## src/rtl/seg_scan_display.sv

```systemverilog
// Time-multiplexed hex seven-segment driver for a common-anode display.
// A shadow register holds the value on show; a divider paces the digit scan,
// and leading zeros can be blanked. an/seg/scan_tick are all registered.
module seg_scan_display #(
    parameter int DIGITS   = 4,
    parameter int SCAN_DIV = 50000
) (
    input  logic                  clk,
    input  logic                  rst,
    input  logic [4*DIGITS-1:0]   data,
    input  logic                  load,
    input  logic                  zero_blank,
    output logic [DIGITS-1:0]     an,
    output logic [6:0]            seg,
    output logic                  scan_tick
);

    localparam int DATA_W = 4 * DIGITS;
    localparam int CNT_W  = $clog2(SCAN_DIV);
    localparam int IDX_W  = (DIGITS > 1) ? $clog2(DIGITS) : 1;

    localparam logic [CNT_W-1:0] CNT_LAST = CNT_W'(SCAN_DIV - 1);
    localparam logic [IDX_W-1:0] IDX_LAST = IDX_W'(DIGITS - 1);

    // Active-low segment pattern, bit 0 = a .. bit 6 = g.
    function automatic logic [6:0] hex7(input logic [3:0] v);
        logic [6:0] s;
        case (v)
            4'h0: s = 7'h40;
            4'h1: s = 7'h79;
            4'h2: s = 7'h24;
            4'h3: s = 7'h30;
            4'h4: s = 7'h19;
            4'h5: s = 7'h12;
            4'h6: s = 7'h02;
            4'h7: s = 7'h78;
            4'h8: s = 7'h00;
            4'h9: s = 7'h10;
            4'hA: s = 7'h08;
            4'hB: s = 7'h03;
            4'hC: s = 7'h46;
            4'hD: s = 7'h21;
            4'hE: s = 7'h06;
            default: s = 7'h0E;
        endcase
        return s;
    endfunction

    logic [DATA_W-1:0] shd;
    logic [CNT_W-1:0]  cnt;
    logic [IDX_W-1:0]  idx;

    logic [3:0]        nib;
    logic              upper_nz;
    logic              blank;
    logic [DIGITS-1:0] an_sel;
    logic [DIGITS-1:0] an_nxt;
    logic [6:0]        seg_nxt;

    // Select the active nibble and decide whether it is a leading zero.
    always_comb begin
        nib      = 4'h0;
        upper_nz = 1'b0;
        an_sel   = '1;
        for (int j = 0; j < DIGITS; j++) begin
            if (IDX_W'(j) == idx) begin
                nib       = shd[4*j +: 4];
                an_sel[j] = 1'b0;
            end
            if ((j >= int'(idx)) && (shd[4*j +: 4] != 4'h0)) begin
                upper_nz = 1'b1;
            end
        end
        // Digit 0 is never blanked, so a zero value still shows one "0".
        blank   = zero_blank && (idx != '0) && !upper_nz;
        an_nxt  = blank ? '1 : an_sel;
        seg_nxt = blank ? 7'h7F : hex7(nib);
    end

    // Shadow capture plus scan divider and digit index; reset wins over load.
    always_ff @(posedge clk) begin
        if (!rst) begin
            shd       <= '0;
            cnt       <= '0;
            idx       <= '0;
            scan_tick <= 1'b0;
        end else begin
            if (load) begin
                shd <= data;
            end
            scan_tick <= (cnt == CNT_LAST);
            if (cnt == CNT_LAST) begin
                cnt <= '0;
                idx <= (idx == IDX_LAST) ? '0 : idx + 1'b1;
            end else begin
                cnt <= cnt + 1'b1;
            end
        end
    end

    // Output registers: an and seg move together so no partial digit is seen.
    always_ff @(posedge clk) begin
        if (!rst) begin
            an  <= '1;
            seg <= 7'h7F;
        end else begin
            an  <= an_nxt;
            seg <= seg_nxt;
        end
    end

endmodule

```

## config.mk

```make
export PLATFORM = sky130hd
export DESIGN_NAME = seg_scan_display
export DESIGN_NICKNAME = d
export VERILOG_FILES = /design/src/rtl/seg_scan_display.sv
export SDC_FILE = /design/constraint.sdc
export NUM_CORES = 1
export LEC_CHECK = 0
export ABC_AREA = 1
export CAP_MARGIN = 20
export CORE_MARGIN = 10
export CORE_UTILIZATION = 55
export DETAILED_ROUTE_END_ITERATION = 16
export PLACE_DENSITY = 0.8
export SLEW_MARGIN = 15
export SYNTH_ARGS = -nofsm -noshare
export SYNTH_HDL_FRONTEND = slang
export SYNTH_SLANG_ARGS = --single-unit
```

## constraint.sdc

```tcl
create_clock -name clk -period 3.95 [get_ports clk]
set_input_delay 1.185 -clock clk [delete_from_list [all_inputs] [get_ports clk]]
set_output_delay 1.185 -clock clk [all_outputs]
set_load 0.02 [all_outputs]
```

==> results.yml <==
run_status:
  outcome: "completed"
synth:
  netlist-cell-type-count: 30
  yosysTopAreaCell: "dfxtp_1"
  async_reset_ff_share_pct: 0
  mux_share_of_post_synthesis_cell_area_pct: 0
  sequential_share_of_the_synthesized_area_pct: 41.0
  postSynthRegisterBits: 46
  synth_top_family_by_area: "simple AND/OR/NAND/NOR gates"
  yosys_warn_count: 0
  synth_simple_gate_area_share_pct: 30.7
  post-synth-top-area-fraction_pct: 41.0
  synth-edff-count: 0
  synth_compound_gate_area_share_pct: 12.9
  synth-xor-area-share_pct: 1.56
  synth_adder_area_share_pct: 6.68
  syn-mean-instance-area_sq_um: 7.44
  synth.area.top_cells: "dfxtp_1 41%, nand2_1 9.7%, ha_1 6.7%, nand3_1 6.5%, nor2_1 5.7%"
  synth.net_count: 334
  post_synth_instance_area_sq_um: 2250
  netlist_top_cells_count: "58 x nand2_1, 46 x dfxtp_1, 34 x nor2_1"
  ys.flop_type: "dfxtp_1"
  syn_inst: 302
  synth.most_common_cell: "nand2_1"
clock_tree:
  clock_tree.htree_level_count: 2
  post-cts-setup-buffer-count: 0
  cts_root_buffer: "clkbuf_8"
  ctsLongestPathBuffers: 2
  cts.reportedPaths.clkPinSlew_ps: 80
  number_of_clock_buffers_inserted_by_tritoncts: 5
  post_cts_hold_buffer_count: 0
  cts-resized-gates: 0
  tritoncts: "yes"
  clock-sinks: 46
  worstSkewPairLatency_ps: 290
pwr:
  standby_leakage_power_uw: 0.00109
  power_density_nw_per_um2: 357
  vdd.ir_drop.worst_mv: 0.184
  combPwrFrac_pct: 12.5
  power_frac_seq_pct: 51.3
  netSwitchingPower_uw: 222
  power_internal_uw: 742
  power.clock.fraction_pct: 36.3
  power.share.switching_pct: 23.0
routing:
  total_drc_errors_in_the_routed_layout: 0
  detailedRoute.firstPassIterationCount: 4
  drt-total-wl_um: 4650
  vias: 1980
  average_detailed_routed_wire_length_per_instance_um: 12.1
  antenna_left: 0
  viasPerCell: 5.16
  first_iter_violations: 126
worst_setup_path:
  worst_path_max_delay_cell: "clkdlybuf4s50_1"
  worst-path-max-fanout: 19
  worstSetupEndpointType: "flip-flop"
  endpoint_required_time_on_the_critical_path_ps: 4170
  cells_along_the_critical_path: "clkdlybuf4s50_1 -> nand2_2 -> nor3_1"
  crit_path_max_incr_delay_ps: 810
  timing.critical_path.arrival_ps: 2610
  timing.critical_path.from_type: "input pin"
  path_class: "input pin to flip-flop"
place:
  port-buffer-count: 31
  dpl_worst_slack_ps: 1230
  place.detailed.hpwl_um: 3580
  gpl.final_weighted_congestion: 0.886
sta:
  skew_ps: 5.43
  worst-slew-pin-transition_ps: 684
  final-max-slew-violation-count: 0
  finalCriticalPeriod_ps: 2400
  timing.final.setup_violations: 0
  period_share_pct: 60.6
  hold_viol: 0
  tns_ps: 0
  slew_headroom_pct: 54.4
  max_freq_mhz: 417
  unrepaired_setup_endpoints_after_global_routing: "no"
  final.setup.worst_slack_ps: 1550
floorplanning:
  dieHeight_um: 83.9
  fp.coreArea_sq_um: 3970
  core.rowCount: 23
  initial_core_util_pct: 56.6
  die_area_sq_um: 7040
  count_of_pins_on_the_block_boundary: 32
  die_width_um: 83.9
cells_and_area:
  num_antenna_cells: 0
  area_delta_synth_final_pct: 20.2
  post_route_cells_drive_above_1_share_pct: 7.78
  fillers: 330
  finish.net_count: 366
hold_path:
  min_path_type: "flip-flop to flip-flop"
global_route:
  grt_overflow_total: 0
  antenna_found_initial: 0
  grt_first_pass_wirelength_um: 8200
  vias_in_the_first_global_route: 1893
  gr-usage-all-layers_pct: 13.5
  pin_count_of_the_biggest_net_entering_global_routing: 27
run:
  reported_max_cap_violation_count: 0
## per-layer routing
layer | GRT usage (%) | up-vias | wire, um
met5 | 0 | - | 0
met4 | 4.41 | 0 | 34
met3 | 5.18 | 5 | 221
met2 | 22.8 | 33 | 2270
met1 | 15.2 | 895 | 2120
li1 | - | 1047 | -
## final timing paths
kind,to,from,slack (ps),cells after the start
setup / recovery,cnt[9],rst,1550,3
hold / removal,cnt[0],cnt[0],460,1
setup reg to reg,seg[3],idx[0],1780,11
hold reg to reg,cnt[0],cnt[0],460,1
## state kept, by name (all words and copies together), names as in the netlist
name and cells:
shd 16, an 4, seg 7, idx 2
cnt 16, scan_tick 1
## worst max-delay path: cells and delay by family
family / cells / cell delay [ps]
buffers and inverters: 1 / 810
AND/OR/NAND/NOR: 2 / 610
## kinds of logic (layout without fill, tap and decap cells)
logic type | Yosys count | after routing
simple gates | 148 | 148
compound gates | 52 | 52
flops | 46 | 46
buf+inv | 40 | 72
fa+ha+maj | 12 | 12
xor+xnor | 4 | 4
## power groups by stage
| stage | combinational (uW) | clock, uW | sequential (uW) |
|---|---|---|---|
| finish | 120 | 349 | 494 |
| floorplan | 63.9 | 0 | 513 |
| global route | 136 | 381 | 497 |
| CTS | 121 | 359 | 494 |
| detailed placement | 120 | 0 | 505 |
| global placement | 118 | 0 | 505 |
## cell type report
cell class	instances	area [sq um]	area share, %
well taps	50	62.6	2.32
repair buffers	31	310	11.5
flip-flops and latches	46	921	34.1
clock buffers	6	82.6	3.06
clock inverters	1	30.0	1.11
inverters	34	128	4.73
multi-input cells	216	1170	43.2
## per-stage QoR
| stage | cell area [sq um] | hold slack, ps | utilization, % | total power [uW] | instances |
|---|---|---|---|---|---|
| 6_report | 2700 | 462 | 68.0 | 964 | 384 |
| 2_1_floorplan | 2250 | 418 | - | 577 | 302 |
| 3_3_place_gp | 2590 | 434 | 65.2 | 623 | 377 |
| 3_5_place_dp | 2590 | 447 | 65.2 | 626 | 377 |
| 4_1_cts | 2700 | 466 | 68.0 | 974 | 384 |
| 5_1_grt | 2700 | 488 | 68.0 | 1010 | 384 |
## cells in the final DEF (no fill, tap or decap), drive strengths merged, types with 2 or more instances in the layout
cell / count
nor3: 7
dfxtp: 46
nand4: 8
nand3: 31
xor2: 3
clkinv: 2
nor2: 35
nand3b: 2
nand2: 64
inv: 32
a21oi: 27
clkdlybuf4s50: 31
ha: 12
clkbuf: 6
o21ai: 23
Note: power is estimated with default switching activity, not from simulation.
